[src/rtl/mem_bus_arbiter_if.sv]
// Signal bundle between the fetch/LSU requesters, the arbiter and the shared Avalon-style bus.
// The slave modport is the arbiter's view; the master modport is the view of the surrounding logic.
interface mem_bus_arbiter_if;
  logic        i_req;
  logic [31:0] i_addr;
  logic [31:0] i_rdata;
  logic        i_valid;
  logic        d_read;
  logic        d_write;
  logic [31:0] d_addr;
  logic [31:0] d_wdata;
  logic [3:0]  d_byteenable;
  logic [31:0] d_rdata;
  logic        d_valid;
  logic [31:0] address;
  logic        read;
  logic        write;
  logic [31:0] writedata;
  logic [3:0]  byteenable;
  logic [31:0] readdata;
  logic        waitrequest;
  logic        busy;
  logic        timeout_err;

  modport slave (
    input  i_req, i_addr, d_read, d_write, d_addr, d_wdata, d_byteenable,
    input  readdata, waitrequest,
    output i_rdata, i_valid, d_rdata, d_valid,
    output address, read, write, writedata, byteenable, busy, timeout_err
  );

  modport master (
    output i_req, i_addr, d_read, d_write, d_addr, d_wdata, d_byteenable,
    output readdata, waitrequest,
    input  i_rdata, i_valid, d_rdata, d_valid,
    input  address, read, write, writedata, byteenable, busy, timeout_err
  );
endinterface

[src/rtl/mem_bus_arbiter.sv]
// Arbitrates the single memory bus between instruction fetch and load/store, one transaction
// in flight; handles waitrequest stalls, the one-cycle read return and a sticky stall timeout.
module mem_bus_arbiter #(
  parameter bit          DATA_PRIORITY = 1'b1,
  parameter int unsigned TIMEOUT       = 0
) (
  input  logic             clk,
  input  logic             reset,
  mem_bus_arbiter_if.slave arb
);

  typedef enum logic [1:0] {IDLE, REQ, RESP, DONE} state_t;

  state_t      state_reg, state_next;
  logic        grant_data_reg, grant_data_next;
  logic        is_write_reg, is_write_next;
  logic        last_data_reg, last_data_next;
  logic [31:0] address_reg, address_next;
  logic        read_reg, read_next;
  logic        write_reg, write_next;
  logic [31:0] writedata_reg, writedata_next;
  logic [3:0]  byteenable_reg, byteenable_next;
  logic [31:0] i_rdata_reg, i_rdata_next;
  logic [31:0] d_rdata_reg, d_rdata_next;
  logic        i_valid_reg, i_valid_next;
  logic        d_valid_reg, d_valid_next;
  logic [15:0] wait_cnt_reg, wait_cnt_next;
  logic        timeout_err_reg, timeout_err_next;

  logic d_any;
  logic pick_data;

  assign d_any = arb.d_read | arb.d_write;
  // On a tie the data port wins outright, or under round-robin when fetch was granted last.
  assign pick_data = d_any & (~arb.i_req | DATA_PRIORITY | ~last_data_reg);

  always_ff @(posedge clk) begin
    if (reset) begin
      state_reg       <= IDLE;
      grant_data_reg  <= 1'b0;
      is_write_reg    <= 1'b0;
      last_data_reg   <= 1'b1;
      address_reg     <= 32'd0;
      read_reg        <= 1'b0;
      write_reg       <= 1'b0;
      writedata_reg   <= 32'd0;
      byteenable_reg  <= 4'd0;
      i_rdata_reg     <= 32'd0;
      d_rdata_reg     <= 32'd0;
      i_valid_reg     <= 1'b0;
      d_valid_reg     <= 1'b0;
      wait_cnt_reg    <= 16'd0;
      timeout_err_reg <= 1'b0;
    end else begin
      state_reg       <= state_next;
      grant_data_reg  <= grant_data_next;
      is_write_reg    <= is_write_next;
      last_data_reg   <= last_data_next;
      address_reg     <= address_next;
      read_reg        <= read_next;
      write_reg       <= write_next;
      writedata_reg   <= writedata_next;
      byteenable_reg  <= byteenable_next;
      i_rdata_reg     <= i_rdata_next;
      d_rdata_reg     <= d_rdata_next;
      i_valid_reg     <= i_valid_next;
      d_valid_reg     <= d_valid_next;
      wait_cnt_reg    <= wait_cnt_next;
      timeout_err_reg <= timeout_err_next;
    end
  end

  always_comb begin
    state_next       = state_reg;
    grant_data_next  = grant_data_reg;
    is_write_next    = is_write_reg;
    last_data_next   = last_data_reg;
    address_next     = address_reg;
    read_next        = read_reg;
    write_next       = write_reg;
    writedata_next   = writedata_reg;
    byteenable_next  = byteenable_reg;
    i_rdata_next     = i_rdata_reg;
    d_rdata_next     = d_rdata_reg;
    i_valid_next     = 1'b0;
    d_valid_next     = 1'b0;
    wait_cnt_next    = wait_cnt_reg;
    timeout_err_next = timeout_err_reg;

    case (state_reg)
      IDLE: begin
        if (arb.i_req || d_any) begin
          grant_data_next = pick_data;
          last_data_next  = pick_data;
          wait_cnt_next   = 16'd0;
          state_next      = REQ;
          if (pick_data) begin
            // A simultaneous read and write request is issued as a write.
            is_write_next   = arb.d_write;
            read_next       = ~arb.d_write;
            write_next      = arb.d_write;
            address_next    = arb.d_addr;
            writedata_next  = arb.d_wdata;
            byteenable_next = arb.d_byteenable;
          end else begin
            is_write_next   = 1'b0;
            read_next       = 1'b1;
            write_next      = 1'b0;
            address_next    = arb.i_addr;
            byteenable_next = 4'hF;
          end
        end
      end
      REQ: begin
        if (arb.waitrequest) begin
          if (wait_cnt_reg != 16'hFFFF) begin
            wait_cnt_next = wait_cnt_reg + 16'd1;
          end
          if ((TIMEOUT != 0) && ({16'd0, wait_cnt_next} >= TIMEOUT)) begin
            timeout_err_next = 1'b1;
          end
        end else begin
          read_next  = 1'b0;
          write_next = 1'b0;
          if (is_write_reg) begin
            // Only the data port ever writes, so its completion is signalled directly.
            d_valid_next = 1'b1;
            state_next   = DONE;
          end else begin
            state_next = RESP;
          end
        end
      end
      RESP: begin
        if (grant_data_reg) begin
          d_rdata_next = arb.readdata;
          d_valid_next = 1'b1;
        end else begin
          i_rdata_next = arb.readdata;
          i_valid_next = 1'b1;
        end
        state_next = DONE;
      end
      DONE: begin
        state_next = IDLE;
      end
      default: begin
        state_next = IDLE;
      end
    endcase
  end

  assign arb.address     = address_reg;
  assign arb.read        = read_reg;
  assign arb.write       = write_reg;
  assign arb.writedata   = writedata_reg;
  assign arb.byteenable  = byteenable_reg;
  assign arb.i_rdata     = i_rdata_reg;
  assign arb.d_rdata     = d_rdata_reg;
  assign arb.i_valid     = i_valid_reg;
  assign arb.d_valid     = d_valid_reg;
  assign arb.busy        = (state_reg != IDLE);
  assign arb.timeout_err = timeout_err_reg;

endmodule

[src/flat_wrapper.sv]
// flat-port wrapper written by rule: the top's interface ports become plain ports
module mem_bus_arbiter_flat 
#(
  parameter bit          DATA_PRIORITY = 1'b1,
  parameter int unsigned TIMEOUT       = 0
)
  (clk, reset, arb_i_req, arb_i_addr, arb_d_read, arb_d_write, arb_d_addr, arb_d_wdata, arb_d_byteenable, arb_readdata, arb_waitrequest, arb_i_rdata, arb_i_valid, arb_d_rdata, arb_d_valid, arb_address, arb_read, arb_write, arb_writedata, arb_byteenable, arb_busy, arb_timeout_err);
  mem_bus_arbiter_if arb_i ();
  input  logic clk;
  input  logic reset;
  input wire logic [$bits(arb_i.i_req)-1:0] arb_i_req;
  input wire logic [$bits(arb_i.i_addr)-1:0] arb_i_addr;
  input wire logic [$bits(arb_i.d_read)-1:0] arb_d_read;
  input wire logic [$bits(arb_i.d_write)-1:0] arb_d_write;
  input wire logic [$bits(arb_i.d_addr)-1:0] arb_d_addr;
  input wire logic [$bits(arb_i.d_wdata)-1:0] arb_d_wdata;
  input wire logic [$bits(arb_i.d_byteenable)-1:0] arb_d_byteenable;
  input wire logic [$bits(arb_i.readdata)-1:0] arb_readdata;
  input wire logic [$bits(arb_i.waitrequest)-1:0] arb_waitrequest;
  output wire logic [$bits(arb_i.i_rdata)-1:0] arb_i_rdata;
  output wire logic [$bits(arb_i.i_valid)-1:0] arb_i_valid;
  output wire logic [$bits(arb_i.d_rdata)-1:0] arb_d_rdata;
  output wire logic [$bits(arb_i.d_valid)-1:0] arb_d_valid;
  output wire logic [$bits(arb_i.address)-1:0] arb_address;
  output wire logic [$bits(arb_i.read)-1:0] arb_read;
  output wire logic [$bits(arb_i.write)-1:0] arb_write;
  output wire logic [$bits(arb_i.writedata)-1:0] arb_writedata;
  output wire logic [$bits(arb_i.byteenable)-1:0] arb_byteenable;
  output wire logic [$bits(arb_i.busy)-1:0] arb_busy;
  output wire logic [$bits(arb_i.timeout_err)-1:0] arb_timeout_err;
  assign arb_i.i_req = arb_i_req;
  assign arb_i.i_addr = arb_i_addr;
  assign arb_i.d_read = arb_d_read;
  assign arb_i.d_write = arb_d_write;
  assign arb_i.d_addr = arb_d_addr;
  assign arb_i.d_wdata = arb_d_wdata;
  assign arb_i.d_byteenable = arb_d_byteenable;
  assign arb_i.readdata = arb_readdata;
  assign arb_i.waitrequest = arb_waitrequest;
  assign arb_i_rdata = arb_i.i_rdata;
  assign arb_i_valid = arb_i.i_valid;
  assign arb_d_rdata = arb_i.d_rdata;
  assign arb_d_valid = arb_i.d_valid;
  assign arb_address = arb_i.address;
  assign arb_read = arb_i.read;
  assign arb_write = arb_i.write;
  assign arb_writedata = arb_i.writedata;
  assign arb_byteenable = arb_i.byteenable;
  assign arb_busy = arb_i.busy;
  assign arb_timeout_err = arb_i.timeout_err;
  mem_bus_arbiter #(.DATA_PRIORITY(DATA_PRIORITY), .TIMEOUT(TIMEOUT)) u_core (.clk(clk), .reset(reset), .arb(arb_i));
endmodule
[config.mk]
export PLATFORM = sky130hd
export DESIGN_NAME = mem_bus_arbiter_flat
export DESIGN_NICKNAME = d
export VERILOG_FILES = /design/src/rtl/mem_bus_arbiter_if.sv /design/src/rtl/mem_bus_arbiter.sv /design/src/flat_wrapper.sv
export SDC_FILE = /design/constraint.sdc
export NUM_CORES = 1
export LEC_CHECK = 0
export CORE_MARGIN = 2
export CORE_UTILIZATION = 40
export DETAILED_ROUTE_END_ITERATION = 10
export PLACE_DENSITY = 0.9
export SLEW_MARGIN = 20
export SYNTH_ARGS = -nofsm -noshare
export SYNTH_HDL_FRONTEND = slang
export SYNTH_SLANG_ARGS = --single-unit
[constraint.sdc]
create_clock -name clk -period 2 [get_ports clk]
set_input_delay 0.4 -clock clk [delete_from_list [all_inputs] [get_ports clk]]
set_output_delay 0.4 -clock clk [all_outputs]
set_load 0.1 [all_outputs]
# Word level (Yosys, flattened, before mapping)
# Cells that the tools add are included.
[word_totals] regBits=140 output_inout_bits=138
[op_classes] eq_ne=5 mux=18 n_bitwise=4 reduce_logical=11
[op_table] cell="two-way mux 32 bit" n=1
[op_table] cell="two-way mux 1 bit" n=10
[op_table] cell="case mux 2 bit (4 select lines)" n=1
[op_table] cell="AND reduction 2 bit" n=4
[op_table] cell="case mux 1 bit (2 select lines)" n=3
[op_table] cell="AND reduction 3 bit" n=2
[op_table] cell="equality test 2 bit, second input constant" n=2
[op_table] cell="two-way mux 2 bit" n=2
[op_table] cell="two-way mux 4 bit" n=1
[op_table] cell="nonzero test 2 bit" n=2
[op_table] cell="inverter 1 bit" n=3
[op_table] cell="equality test 2 x 1 -> 1 bit, second input constant" n=1
[op_table] cell="zero test 2 bit" n=1
[op_table] cell="inequality test 2 x 1 -> 1 bit, second input constant" n=1
[op_table] cell="inequality test 2 bit, second input constant" n=1
[op_table] cell="OR reduction 2 bit" n=1
[op_table] cell="logical OR 1 bit" n=1
[op_table] cell="bitwise OR 1 bit" n=1

# Longest topological paths before layout
[depth] ltp_word=4 ltp_mapped=7 mapped_depth_nobuf=5

# Least setup slack after synthesis
# Ideal clock, no wire load.
[synth_path] path_type="register to output" start="register u_core.state_reg[0]" end="output port arb_busy" t_arrival_ns=1.345 required_time_ns=1.600 path_slack_ns=0.255 stages_incl_launch_ff=5 cell_sequence="dfxtp_1 -> inv_1 -> ha_1 -> buf_4 -> inv_1"
[synth_via] elab_chain_cells=1
[synth_lines] item="from (decl)" line_no="mem_bus_arbiter.sv:14" source="state_t state_reg, state_next;"
[synth_lines] item="from (signal assigned)" line_no="mem_bus_arbiter.sv:55" source="state_reg <= state_next;"
[synth_lines] item="nonzero test 2 bit" line_no="mem_bus_arbiter.sv:162" source="assign arb.busy = (state_reg != IDLE);"
[synth_lines] item="to (decl)" line_no="flat_wrapper.sv:29" source="output wire logic [$bits(arb_i.busy)-1:0] arb_busy;"
# Every way passes these cells.

# Final worst setup path
# Same ends and word-level chain as after synthesis.

==> impl_results.md <==
- Flop pwr share: between 20% and 30%
- Met2 usage: about two fifths
- Die W: 120.4 µm
- Mean routed wirelength per cell: 15.55 µm
- Post-route ant nets: 0
- VDD IR-drop max: about 1.1 mV
- Pre-CTS setup slack: between 0.02 and 0.03 ns
- Reg2reg start: u_core.state_reg[0]
- P&R area growth vs syn: 59.74%
- Largest net degree at the start of global routing: 57
- Worst-Skew Late Latency: 0.42 ns
- TritonRoute pass-1 iters: 4
- Buffers on Ports: approximately 270
- Power Dens Cells: 1806 nW/µm²
- Max Cap Violations: 0
- Worst-path clk slew: 0.06 ns
- Internal power: about 0.0076 W
- HP Class: in -> reg
- Vias in the first global route: around 5,300
- Diodes inserted: 0
- Vias per inst: roughly 5.0
- Post-synth ARST share: 0%
- First-pass GRT wire length: 26,550 µm
- CTS tree: done
- Final setup violating endpoints: 0
- Flops & latches, synth: 140
- Status: completed
- Arrival time worst endpoint: between 1 and 1.5 ns
- Hold Path Stages: 2
- WS Path Type: reg -> out
- Top cell type's share of synthesized area: roughly half
- Max Clock Freq: approximately 540 MHz
- Period utilization: slightly above 90%
- Hold path endpoint: u_core.arb.i_valid
- Total grt overflow: 0
- CP Max Fanout: 6
- HPWL Detailed: about 12,000 µm
- Routed WL: 17,150 µm
- Clk sinks: between 100 and 150
- CTS Root Cell: clkbuf_16
- Core box area: 13,240 µm²
- Worst Setup End Kind: output port
- Worst R2R End: u_core.arb.address[19]
- P_sw: ~0.008 W
- Met3 usage: about 7.7%
- Filler cell count: between 1,000 and 1,500
- Final net count: 1,057
- Site row count: 42
- Clock period minus worst slack: roughly 1.9 ns
- Ys Warns: 0
- Syn Std Cell Area: around 5400 µm²
- Startpoint Class: flop
- Die ar.: 14,500 µm²
- GR Util All Layers: 23.17%
- Cts repair resizes: 0
- Vias: approximately 5,600
- Die Ht: around 120 µm
- Unrepaired setup endpoints after global routing: false
- Setup TNS: 0 ns
- Clk_skew: ~0.012 ns
- Dominant cells by area after synthesis: dfxtp_1 52%, nand2_1 16%, a21oi_1 9.2%
- Clock power share: 20.9%
- Final slew viol count: 0
- R2R Setup Slk: 0.29 ns
- Setup Buffers After CTS: 0
- H-Tree Depth: 4
- Syn_area_per_cell: 8.237 µm²
- Starting Density: between 40 and 50%
- Synth unique cells: 33
- GRT met1 Usage: roughly 25%
- CTS Buffer Depth: 2
- Comb pwr share: between 50% and 60%
- Post-synth EDFFs: 0
- Sw frac: just over 50%
- Worst path required time: roughly 1.6 ns
- Main synth FF type: dfxtp_1
- Layout cells sized above 1: a little under a quarter
- R2r worst-path depth: 6
- Cts hold-fix bufs: 0
- Cells after Synth: about 660
- Routability Congestion: ~0.79
- Iter 0 DRT Violations: around 290
- Synth Net Count: 800
- Hold_sp: reset
- # DRC: 0
- Num CTS Buffers: 17
- Final setup margin: roughly 0.13 ns
- Total I/O pin count: about 280
- Post-synthesis sequential area ratio: about half
- Lkg Pwr: around 3.5 nW
- Initial antenna violation count: 0
- GRT busiest layer: met2
- Top cell type by total area after synthesis: dfxtp_1
- Final hold violations: 0
==> through the flow <==
| step | util, % | area [µm²] | hold slack (ns) | instances | power (W) |
|---|---|---|---|---|---|
| 6_report | 65.38 | 8658 | 0.3626 | 1103 | 0.01564 |
| 5_1_grt | 65.38 | 8658 | 0.3661 | 1103 | 0.01626 |
| 4_1_cts | 65.38 | 8658 | 0.3434 | 1103 | 0.01573 |
| 3_5_place_dp | 60.74 | 8044 | 0.4470 | 1072 | 0.01242 |
| 3_3_place_gp | 60.74 | 8044 | 0.4419 | 1072 | 0.01229 |
| 2_1_floorplan | - | 5420 | 0.4653 | 658 | 0.01040 |
==> placed cells by master (no fill, tap or decap), drive strengths merged, types with 5 or more instances in the layout <==
cell           instances
nand2                226
buf                  158
o21ai                 35
nor2                  38
a311oi                32
dfxtp                140
a21oi                100
clkbuf                20
inv                    5
clkdlybuf4s50        136
==> synthesized netlist by cell type, types with 2 or more instances <==
cell,number
a21oi_1,100
a311oi_1,12
a311oi_2,20
buf_1,3
buf_2,17
buf_4,7
buf_6,2
clkbuf_1,27
dfxtp_1,140
ha_1,4
inv_1,4
nand2_1,226
nand3b_1,2
nor2_1,37
o21ai_0,33
o221a_2,4
o31ai_1,4
==> cell families after synthesis <==
group | count (synthesis) | share of synthesized area, %
and+or+nand+nor | 274 | 19.83
adders and majority gates | 4 | 0.9234
DFF | 140 | 51.71
other | 1 | 0.06919
buffers and inverters | 60 | 5.309
AOI/OAI and AO/OA | 179 | 22.16
==> critical path, cell delays in order (launching register included) <==
cell and delay (ns):
dfxtp_1 0.35, inv_1 0.10, ha_1 0.29, inv_1 0.13, buf_12 0.18
==> per-layer routing <==
metal  part of all wire (%)  vias to the layer above
li1                       -                     2716
met1                     38                     2571
met2                     52                      244
met3                    8.2                       24
met4                    2.0                        0
met5                      0                        -
==> cell type report <==
cell class	instances	area, µm²	share of cell area (%)
clock buffers	20	446.7	5.159
clock inverters	11	167.7	1.936
inverters	4	15.01	0.1734
multi-input cells	458	2333	26.95
flip-flops and latches	140	2803	32.37
well taps	176	220.2	2.543
repair buffers	294	2673	30.87
==> worst max path at each step <==
stage | start | to | slack, ns | cells after the start
after floorplan | u_core.state_reg[0] | arb_busy | 0.26 | 4
after global placement | arb_d_write | u_core.arb.byteenable[0] | 0.1 | 4
after detailed placement | arb_d_read | u_core.arb.address[9] | 0.03 | 5
after CTS | u_core.state_reg[0] | arb_busy | 0.09 | 4
after global routing | u_core.state_reg[0] | arb_busy | 0.02 | 4
final | u_core.state_reg[0] | arb_busy | 0.13 | 4
==> power by group through the flow <==
stage	combinational, W	sequential (W)	clock, W
4_1_cts	0.00856	0.00383	0.00334
3_5_place_dp	0.00854	0.00388	0
6_report	0.00853	0.00383	0.00327
3_3_place_gp	0.00843	0.00386	0
5_1_grt	0.00890	0.00390	0.00346
2_1_floorplan	0.00208	0.00832	0
Power figures use the tool's default switching activity.
